`config.mk`:
```
export PLATFORM = sky130hd
export DESIGN_NAME = vrf_req_sequencer
export DESIGN_NICKNAME = d
export VERILOG_FILES = /design/src/rtl/rvv_seq_pkg.sv /design/src/rtl/mask_generator_v1.sv /design/src/rtl/vrf_req_sequencer.sv
export SDC_FILE = /design/constraint.sdc
export NUM_CORES = 1
export LEC_CHECK = 0
export BUFFER_PORTS_ARGS = -buffer_cell sky130_fd_sc_hd__buf_2
export CORE_MARGIN = 8
export CORE_UTILIZATION = 57
export DETAILED_ROUTE_END_ITERATION = 8
export PLACE_DENSITY_LB_ADDON = 0.2
export SLEW_MARGIN = 20
export SYNTH_ARGS = -nofsm -noshare
export SYNTH_HDL_FRONTEND = slang
export SYNTH_HIERARCHICAL = 1
export SYNTH_SLANG_ARGS = --single-unit
export TNS_END_PERCENT = 1
```
`constraint.sdc`:
```
create_clock -name clk_i -period 4.38 [get_ports clk_i]
set_clock_uncertainty 0.2 [all_clocks]
set_input_delay 0.876 -clock clk_i [delete_from_list [all_inputs] [get_ports clk_i]]
set_output_delay 0.876 -clock clk_i [all_outputs]
set_load 0.02 [all_outputs]
```
`src/rtl/rvv_seq_pkg.sv`:
```
// -----------------------------------------------------------------------------
// rvv_seq_pkg
// Shared types for the VRF request sequencer slice.
//   ele_cnt_t   : element count within one VRF word (0..MASK_WIDTH)
//   vl_t        : vector length / vstart (0..MAX_VL)
//   vrf_addr_t  : VRF word address
//   seq_state_e : sequencer FSM states
// -----------------------------------------------------------------------------
package rvv_seq_pkg;

  localparam int unsigned MASK_WIDTH = 8;
  localparam int unsigned MAX_VL     = 256;
  localparam int unsigned ADDR_WIDTH = 8;

  typedef logic [$clog2(MASK_WIDTH):0] ele_cnt_t;
  typedef logic [$clog2(MAX_VL):0]     vl_t;
  typedef logic [ADDR_WIDTH-1:0]       vrf_addr_t;

  typedef enum logic {
    IDLE  = 1'b0,
    ISSUE = 1'b1
  } seq_state_e;

endpackage

```
`src/rtl/mask_generator_v1.sv`:
```
// -----------------------------------------------------------------------------
// mask_generator_v1
// Builds the per-element write strobe of one VRF word from the beat flags.
// Ports:
//   first_i, last_i         : beat is the first / last of its operation
//   skip_first_i            : leading inactive elements (used when first_i)
//   skip_last_i             : trailing inactive elements (used when last_i)
//   mask_o [MaskWidth-1:0]  : bit i set when element i is active
// -----------------------------------------------------------------------------
module mask_generator_v1 #(
  parameter int unsigned MaskWidth = 8
) (
  input  logic                         first_i,
  input  logic                         last_i,
  input  logic [$clog2(MaskWidth):0]   skip_first_i,
  input  logic [$clog2(MaskWidth):0]   skip_last_i,
  output logic [MaskWidth-1:0]         mask_o
);

  localparam int unsigned EleW = $clog2(MaskWidth) + 1;

  always_comb begin
    mask_o = '0;
    for (int i = 0; i < MaskWidth; i++) begin
      // Element i is active unless it is in the skipped head or the skipped tail.
      mask_o[i] = (!first_i || (EleW'(i) >= skip_first_i)) &&
                  (!last_i  || (EleW'(i) <  (EleW'(MaskWidth) - skip_last_i)));
    end
  end

endmodule

```
`src/rtl/vrf_req_sequencer.sv`:
```
// -----------------------------------------------------------------------------
// vrf_req_sequencer
// Splits one vector operation's element range [vstart, vl) into per-VRF-word
// beats for the downstream write-mask generator.
//
// Optional build macro: RVV_SEQ_MASK_EN adds beat_mask_o, driven by an
// internal mask_generator_v1 instance.
//
// Ports:
//   clk_i, rst_ni                 : clock, synchronous active-low reset
//   op_valid_i / op_ready_o       : operation handshake
//   op_vstart_i, op_vl_i          : element range (vl clamped to MaxVl)
//   op_base_addr_i                : VRF word address of element 0
//   beat_valid_o / beat_ready_i   : beat handshake
//   beat_addr_o                   : VRF word address of the beat
//   beat_first_o, beat_last_o     : beat position flags
//   beat_skip_first_o/_last_o     : head / tail skip counts
//   beat_mask_o                   : per-element strobe (RVV_SEQ_MASK_EN only)
//   op_done_o                     : one-cycle pulse once the op has issued
//   dbg_state_o                   : current FSM state (0 IDLE, 1 ISSUE)
//
// Handshake: a transfer happens on a rising edge where valid and ready are both
// high. The producer holds valid and all data stable until that edge; ready
// may change freely. op_ready_o is high only in IDLE.
// -----------------------------------------------------------------------------
module vrf_req_sequencer
  import rvv_seq_pkg::*;
#(
  parameter int unsigned MaskWidth = 8,
  parameter int unsigned MaxVl     = 256,
  parameter int unsigned AddrWidth = 8
) (
  input  logic                          clk_i,
  input  logic                          rst_ni,
  input  logic                          op_valid_i,
  output logic                          op_ready_o,
  input  logic [$clog2(MaxVl):0]        op_vstart_i,
  input  logic [$clog2(MaxVl):0]        op_vl_i,
  input  logic [AddrWidth-1:0]          op_base_addr_i,
  output logic                          beat_valid_o,
  input  logic                          beat_ready_i,
  output logic [AddrWidth-1:0]          beat_addr_o,
  output logic                          beat_first_o,
  output logic                          beat_last_o,
  output logic [$clog2(MaskWidth):0]    beat_skip_first_o,
  output logic [$clog2(MaskWidth):0]    beat_skip_last_o,
`ifdef RVV_SEQ_MASK_EN
  output logic [MaskWidth-1:0]          beat_mask_o,
`endif
  output logic                          op_done_o,
  output logic                          dbg_state_o
);

  localparam int unsigned LogMw = $clog2(MaskWidth);
  localparam int unsigned EleW  = LogMw + 1;
  localparam int unsigned VlW   = $clog2(MaxVl) + 1;
  localparam int unsigned WordW = (MaxVl / MaskWidth > 1) ? $clog2(MaxVl / MaskWidth) : 1;

  seq_state_e           state_q, state_d;
  logic [WordW-1:0]     start_word_q, start_word_d;
  logic [WordW-1:0]     end_word_q, end_word_d;
  logic [WordW-1:0]     cur_word_q, cur_word_d;
  logic [EleW-1:0]      skip_first_q, skip_first_d;
  logic [EleW-1:0]      skip_last_q, skip_last_d;
  logic [AddrWidth-1:0] base_q, base_d;
  logic                 done_q, done_d;

  // Operation decode, evaluated on the incoming operation every cycle.
  logic [VlW-1:0]   vl_clamped;
  logic [VlW-1:0]   vl_minus1;
  logic [LogMw-1:0] vl_rem;
  logic             op_empty;
  logic             is_first;
  logic             is_last;
  logic             beat_hs;

  always_comb begin
    vl_clamped = (op_vl_i > VlW'(MaxVl)) ? VlW'(MaxVl) : op_vl_i;
    vl_minus1  = vl_clamped - VlW'(1);
    vl_rem     = vl_clamped[LogMw-1:0];
    op_empty   = (vl_clamped == '0) || (op_vstart_i >= vl_clamped);
  end

  always_comb begin
    is_first = (cur_word_q == start_word_q);
    is_last  = (cur_word_q == end_word_q);
    beat_hs  = (state_q == ISSUE) && beat_ready_i;
  end

  always_ff @(posedge clk_i) begin
    if (!rst_ni) begin
      state_q      <= IDLE;
      start_word_q <= '0;
      end_word_q   <= '0;
      cur_word_q   <= '0;
      skip_first_q <= '0;
      skip_last_q  <= '0;
      base_q       <= '0;
      done_q       <= 1'b0;
    end else begin
      state_q      <= state_d;
      start_word_q <= start_word_d;
      end_word_q   <= end_word_d;
      cur_word_q   <= cur_word_d;
      skip_first_q <= skip_first_d;
      skip_last_q  <= skip_last_d;
      base_q       <= base_d;
      done_q       <= done_d;
    end
  end

  always_comb begin
    state_d      = state_q;
    start_word_d = start_word_q;
    end_word_d   = end_word_q;
    cur_word_d   = cur_word_q;
    skip_first_d = skip_first_q;
    skip_last_d  = skip_last_q;
    base_d       = base_q;
    done_d       = 1'b0;

    unique case (state_q)
      IDLE: begin
        if (op_valid_i) begin
          if (op_empty) begin
            // Nothing to issue: report completion straight away.
            done_d = 1'b1;
          end else begin
            state_d      = ISSUE;
            start_word_d = WordW'(op_vstart_i >> LogMw);
            end_word_d   = WordW'(vl_minus1 >> LogMw);
            cur_word_d   = WordW'(op_vstart_i >> LogMw);
            skip_first_d = EleW'(op_vstart_i[LogMw-1:0]);
            // A vl that ends exactly on a word boundary leaves no tail gap.
            skip_last_d  = (vl_rem == '0) ? '0 : (EleW'(MaskWidth) - EleW'(vl_rem));
            base_d       = op_base_addr_i;
          end
        end
      end
      ISSUE: begin
        if (beat_hs) begin
          if (is_last) begin
            state_d = IDLE;
            done_d  = 1'b1;
          end else begin
            cur_word_d = cur_word_q + WordW'(1);
          end
        end
      end
      default: state_d = IDLE;
    endcase
  end

  // Beat fields read zero outside ISSUE so idle/reset values are all-zero.
  always_comb begin
    op_ready_o        = (state_q == IDLE);
    beat_valid_o      = (state_q == ISSUE);
    beat_addr_o       = '0;
    beat_first_o      = 1'b0;
    beat_last_o       = 1'b0;
    beat_skip_first_o = '0;
    beat_skip_last_o  = '0;
    if (state_q == ISSUE) begin
      beat_addr_o       = base_q + AddrWidth'(cur_word_q);
      beat_first_o      = is_first;
      beat_last_o       = is_last;
      beat_skip_first_o = is_first ? skip_first_q : '0;
      beat_skip_last_o  = is_last  ? skip_last_q  : '0;
    end
    op_done_o   = done_q;
    dbg_state_o = state_q;
  end

`ifdef RVV_SEQ_MASK_EN
  mask_generator_v1 #(
    .MaskWidth(MaskWidth)
  ) u_mask_gen (
    .first_i      (beat_first_o),
    .last_i       (beat_last_o),
    .skip_first_i (beat_skip_first_o),
    .skip_last_i  (beat_skip_last_o),
    .mask_o       (beat_mask_o)
  );
`endif

endmodule

```
# Yosys cells after proc, flatten, opt, wreduce, memory -nomap -nowiden
# Index checks and enable logic that the tools add are counted.
# W data, S select, Z words.
dict set report classes {
  add_sub_neg 4
  mul 0
  div 0
  magnitude_cmp 2
  n_eq_ne 6
  n_shift 0
  n_mux 24
  n_bitwise 2
  n_reduce_logical 6
}
# operator count
set op_table {}
lappend op_table {{$mux W5} 4}
lappend op_table {{$mux W4} 3}
lappend op_table {{$eq A5 B5 Y1} 2}
lappend op_table {{$mux W1} 10}
lappend op_table {{$pmux W5 S2} 1}
lappend op_table {{$ge A9 B9 Y1} 1}
lappend op_table {{$gt A9 B9 Y1 const B} 1}
lappend op_table {{$logic_not A9 Y1} 1}
lappend op_table {{$mux W9} 1}
lappend op_table {{$add A8 B5 Y8} 1}
lappend op_table {{$mux W8} 1}
lappend op_table {{$sub A8 B1 Y8 const B} 1}
lappend op_table {{$mux W3} 2}
lappend op_table {{$ne A2 B2 Y1 const B} 3}
lappend op_table {{$add A5 B1 Y5 const B} 1}
lappend op_table {{$pmux W1 S2} 2}
lappend op_table {{$reduce_and A4 Y1} 1}
lappend op_table {{$sub A4 B3 Y4 const A} 1}
lappend op_table {{$logic_not A3 Y1} 1}
lappend op_table {{$reduce_and A3 Y1} 1}
lappend op_table {{$ne A2 B1 Y1 const B} 1}
lappend op_table {{$not A1 Y1} 2}
lappend op_table {{$logic_and A1 B1 Y1} 1}
lappend op_table {{$logic_or A1 B1 Y1} 1}
dict set report totals {
  ff_bits 32
  latch_bits 0
  ram_bits 0
  rom_bits 0
  word_cells 52
  mem_count 0
}

# Logic depth before layout (Yosys ltp)
dict set report depth {
  depth_word 7
  mapped_depth 14
  ltp_nobuf 11
}

# Least setup slack after synthesis
# No wires, ideal clock.
dict set report synth_path {
  kind {input port to flip-flop}
  startpoint {input op_vl_i[8]}
  endpoint {register cur_word_q[2]}
  arrival_time_ps 2721
  t_required_ps 4055
  path_slack_ps 1335
  path_stages 12
  n_path_buf 3
  cell_sequence {inv_1 -> clkbuf_1 -> nand2_1 -> ha_1 -> nor3b_1 -> a211oi_2 -> nand3_2 -> buf_6 -> o22a_1 -> buf_6 -> a21oi_1 -> o32ai_2}
}
dict set report synth_between {
  elab_chain_len 6
  elab_cells_between_ends 7
  cone_classes {order compare (2); eq/ne (1); mux (1); reduce/logical (3)}
}
# element line
set synth_rtl {}
lappend synth_rtl {{from (decl)} vrf_req_sequencer.sv:38} ;# input logic [$clog2(MaxVl):0] op_vl_i,
lappend synth_rtl {{$gt A9 B9 Y1} vrf_req_sequencer.sv:78} ;# vl_clamped = (op_vl_i > VlW'(MaxVl)) ? VlW'(MaxVl) : op_vl_i;
lappend synth_rtl {{$mux W9 (*)} vrf_req_sequencer.sv:78}
lappend synth_rtl {{$ge A9 B9 Y1 or $logic_not A9 Y1 (tied branches)} vrf_req_sequencer.sv:81} ;# op_empty = (vl_clamped == '0) || (op_vstart_i >= vl_clamped);
lappend synth_rtl {{$logic_or A1 B1 Y1 (*)} vrf_req_sequencer.sv:81}
lappend synth_rtl {{$ne A2 B2 Y1 (no line) (*)} n/a}
lappend synth_rtl {{$reduce_and A4 Y1 (no line) (*)} n/a}
lappend synth_rtl {{to (signal assigned)} vrf_req_sequencer.sv:104} ;# cur_word_q <= cur_word_d;
lappend synth_rtl {{to (decl)} vrf_req_sequencer.sv:62} ;# logic [WordW-1:0] cur_word_q, cur_word_d;
# Every way passes the cells marked *; elsewhere a longest branch is shown, timed or not.
# A chain may end at the register's enable or synchronous reset.

# Final worst setup path
dict set report layout_path {
  startpoint {register cur_word_q[0]}
  endpoint {output beat_addr_o[6]}
}
dict set report layout_between {
  elab_chain_len 2
}
# element line
set layout_rtl {}
lappend layout_rtl {{$add A8 B5 Y8} vrf_req_sequencer.sv:164} ;# beat_addr_o = base_q + AddrWidth'(cur_word_q);
lappend layout_rtl {{$mux W8} vrf_req_sequencer.sv:163} ;# if (state_q == ISSUE) begin
lappend layout_rtl {{to (decl)} vrf_req_sequencer.sv:42} ;# output logic [AddrWidth-1:0] beat_addr_o,
# No other way between the ends.

==> impl_results.md <==
- Top FF cell, synth: dfxtp_1
- Cells after Synth: 250
- Pre-CTS setup slack: 0.924 ns
- Worst-margin pin slew: 0.682 ns
- Max Transition Viols Final: 0
- Yosys top cell area share: 30.9%
- DRT iter0 DRCs: 128
- Worst EP arrival: 2.42 ns
- Max-Cap Viols: 0
- Post-synthesis cell type count: 49
- Clock root cell: clkbuf_4
- # hold bufs at CTS: 0
- Max H-tree Level: 2
- Total CTS buffers: 5
- Via count: 1914
- Worst-path fanout max: 7
- Status: completed
- Vias per inst: 5.55
- Routed Antenna Nets: 0
- First-pass GRT wire length: 8.49 mm
- Normalized max-slew margin: 54.2%
- WP data required: 3.30 ns
- DP HPWL: 3.82 mm
- Initial DRT Pass Iterations: 4
- Core area: 3580 um2
- Final setup TNS: 0 ns
- Min-delay src: skip_last_q[1]$_SDFFE_PN0P_
- FF+latch count, synth: 32
- Sequential share of the synthesized area: 30.9%
- Overall Global Routing Usage: 17.4%
- CP max stage delay: 0.41 ns
- Async SR Flop Fraction: 0%
- Dominant cell type by area after synthesis: dfxtp_1
- Power density cells: 309 nW/um2
- Peak supply drop: 133 uV
- Top delay family on crit path: adder cells
- Post-synthesis area per instance: 8.29 um2
- Max Root-Sink Buffers: 2
- Worst min path class: flip-flop to flip-flop
- Latest clock arrival within the worst-skew pair: 0.35 ns
- Clock power frac: 24.0%
- Reg clk slew, reported paths: 0.12 ns
- Crit-path cells: ha_1, fa_1, a21oi_1, nor2_1, o21a_1, o21ai_0, xor2_1, nor2_1, buf_2
- Area Overhead vs Synth: 14.9%
- Post-CTS resize count: 0
- Net load switching power: 0.266 mW
- Largest net degree at the start of global routing: 29
- CP startpoint: cur_word_q[0]$_SDFFE_PN0P_
- Wire per inst: 14.4 um
- CP Class: flip-flop to primary output
- Internal: 0.469 mW
- I/O pin cnt: 52
- RSZ-0062 raised after global routing: false
- Critical path's slowest cell: dfxtp_1
- Overall power: 0.735 mW
- Congestion Overflow GR: 0
- IO Port Bufs: 50
- Number of synthesized flops with an enable pin: 0
- YS warnings: 6
- Vias in the first global route: 1914
- Synth area leaders: dfxtp_1 31%, ha_1 11%, mux2i_1 6.3%
- Fmax: 286 MHz
- Comb pwr share: 29.5%
- Sw Share: 36.2%
- Final setup violating endpoints: 0
- DRC Markers: 0
- # clock sinks: 32
- GP Congestion: 0.846
- Min cycle time layout: 3.50 ns
- Setup Buffers After CTS: 0
- Die Y: 76.3 um
- Initial antenna violation count: 0
- P_leak: 1.09 nW
- Setup ws final: 0.883 ns
- Sequential share of power: 46.4%
- R2r startpoint: cur_word_q[1]$_SDFFE_PN0P_
- Syn_nets: 299
- Final wirelength: 4.97 mm
- Most frequent CP cell: nor2_1
- Layout cells sized above 1: 23.6%
- Die area: 5820 um2
- Buf+Inv Stages, Crit Path: 1
- Initial Util: 57.9%
- Synthesized cell area: 2070 um2
- Inserted Diodes: 0
- CTS tree: built
- Hold Vio Cnt, Final: 0
- Final cycle utilization of the critical path: 79.9%
- Crit. End Element: primary output
- # rows: 22
- Critical Path Source Type: flip-flop
- Die Wd: 76.3 um
- Total Nets Final: 345
[cell usage after synthesis (3+ instances only)]
| library cell | n |
|---|---|
| a31oi_1 | 3 |
| o21ai_0 | 16 |
| and3_1 | 4 |
| nor2_1 | 28 |
| a21oi_1 | 18 |
| buf_4 | 4 |
| ha_1 | 18 |
| clkbuf_1 | 5 |
| xnor2_1 | 11 |
| and2_1 | 6 |
| xor2_1 | 6 |
| nand2_1 | 30 |
| nand3_1 | 3 |
| inv_1 | 6 |
| nor3_1 | 6 |
| mux2i_1 | 13 |
| dfxtp_1 | 32 |
| a311oi_1 | 3 |
[metal layers]
layer  part of all wire, %  vias to the layer above  global-route usage (%)
met2                    49                       54                    30.7
met5                     0                        -                       0
li1                      -                      963                       -
met1                    44                      888                    18.6
met3                   5.6                        9                    5.78
met4                   2.1                        0                    7.31
[worst paths after layout]
kind | end | slack, ns | depth (start not counted)
setup / recovery | beat_addr_o[6] | 0.88 | 9
hold / removal | skip_last_q[1]$_SDFFE_PN0P_ | 0.29 | 2
setup reg to reg | cur_word_q[1]$_SDFFE_PN0P_ | 1.94 | 6
hold reg to reg | skip_last_q[1]$_SDFFE_PN0P_ | 0.29 | 2
[stage by stage]
stage	cells	utilization (%)	instance area, um2	hold slack, ns
final	345	66.5	2380	0.291
after global routing	345	66.5	2380	0.323
after CTS	345	66.5	2380	0.291
after floorplan	250	-	2070	0.245
after global placement	337	64.8	2320	0.265
after detailed placement	337	64.8	2320	0.276
[cells in the final DEF (no fill, tap or decap), types with 2 or more instances in the layout]
master,count
buf_2,50
dfxtp_1,32
nand2_1,30
nor2_1,28
a21oi_1,18
ha_1,18
o21ai_0,16
mux2i_1,13
xnor2_1,11
inv_1,6
xor2_1,6
nor3_1,6
and2_1,6
clkbuf_4,5
and3_1,4
nand3_1,3
a31oi_1,3
a311oi_1,3
buf_4,3
nand4_1,2
or3_1,2
nor3b_1,2
o31ai_1,2
o22ai_1,2
clkinvlp_4,2
[cell families (layout without fill, tap and decap cells)]
family / count (synthesis) / in the layout / synth area share [%]
mux: 14 / 14 / 6.82
flops: 32 / 32 / 30.9
other cells: 1 / 1 / 0.181
simple gates: 91 / 91 / 21.2
compound gates: 54 / 54 / 16.2
fa+ha+maj: 19 / 19 / 11.8
xor+xnor: 17 / 17 / 7.19
buf+inv: 22 / 69 / 5.62
[power groups by stage]
stage	sequential, mW	combinational (mW)	clock (mW)
global placement	0.347	0.214	0
floorplan	0.342	0.166	0
global route	0.345	0.246	0.191
CTS	0.341	0.219	0.179
detailed placement	0.348	0.217	0
finish	0.341	0.217	0.177
[final cells by class]
type                       count  area (um2)
sequential                    32         641
inverter                       8        30.0
clock buffer                   5        37.5
multi-input combinational    196        1320
tap                           48        60.1
timing repair buffer          53         273
fill                         346        1200
clock inverter                 3        23.8
[flip-flops by register name (all words and copies together) (netlist names)]
name	cells
base_q	8
cur_word_q	5
end_word_q	5
start_word_q	5
skip_last_q	4
skip_first_q	3
beat_valid_o	1
op_done_o	1
[worst reg2reg max path, cell delays in order, from the launching register on]
cell and delay (ns):
dfxtp_1 0.54, xnor2_1 0.16, nand3_1 0.11, nor3_1 0.59
o22a_1 0.42, mux2i_1 0.24, nor2_1 0.05
(Power assumes the default switching activity.)
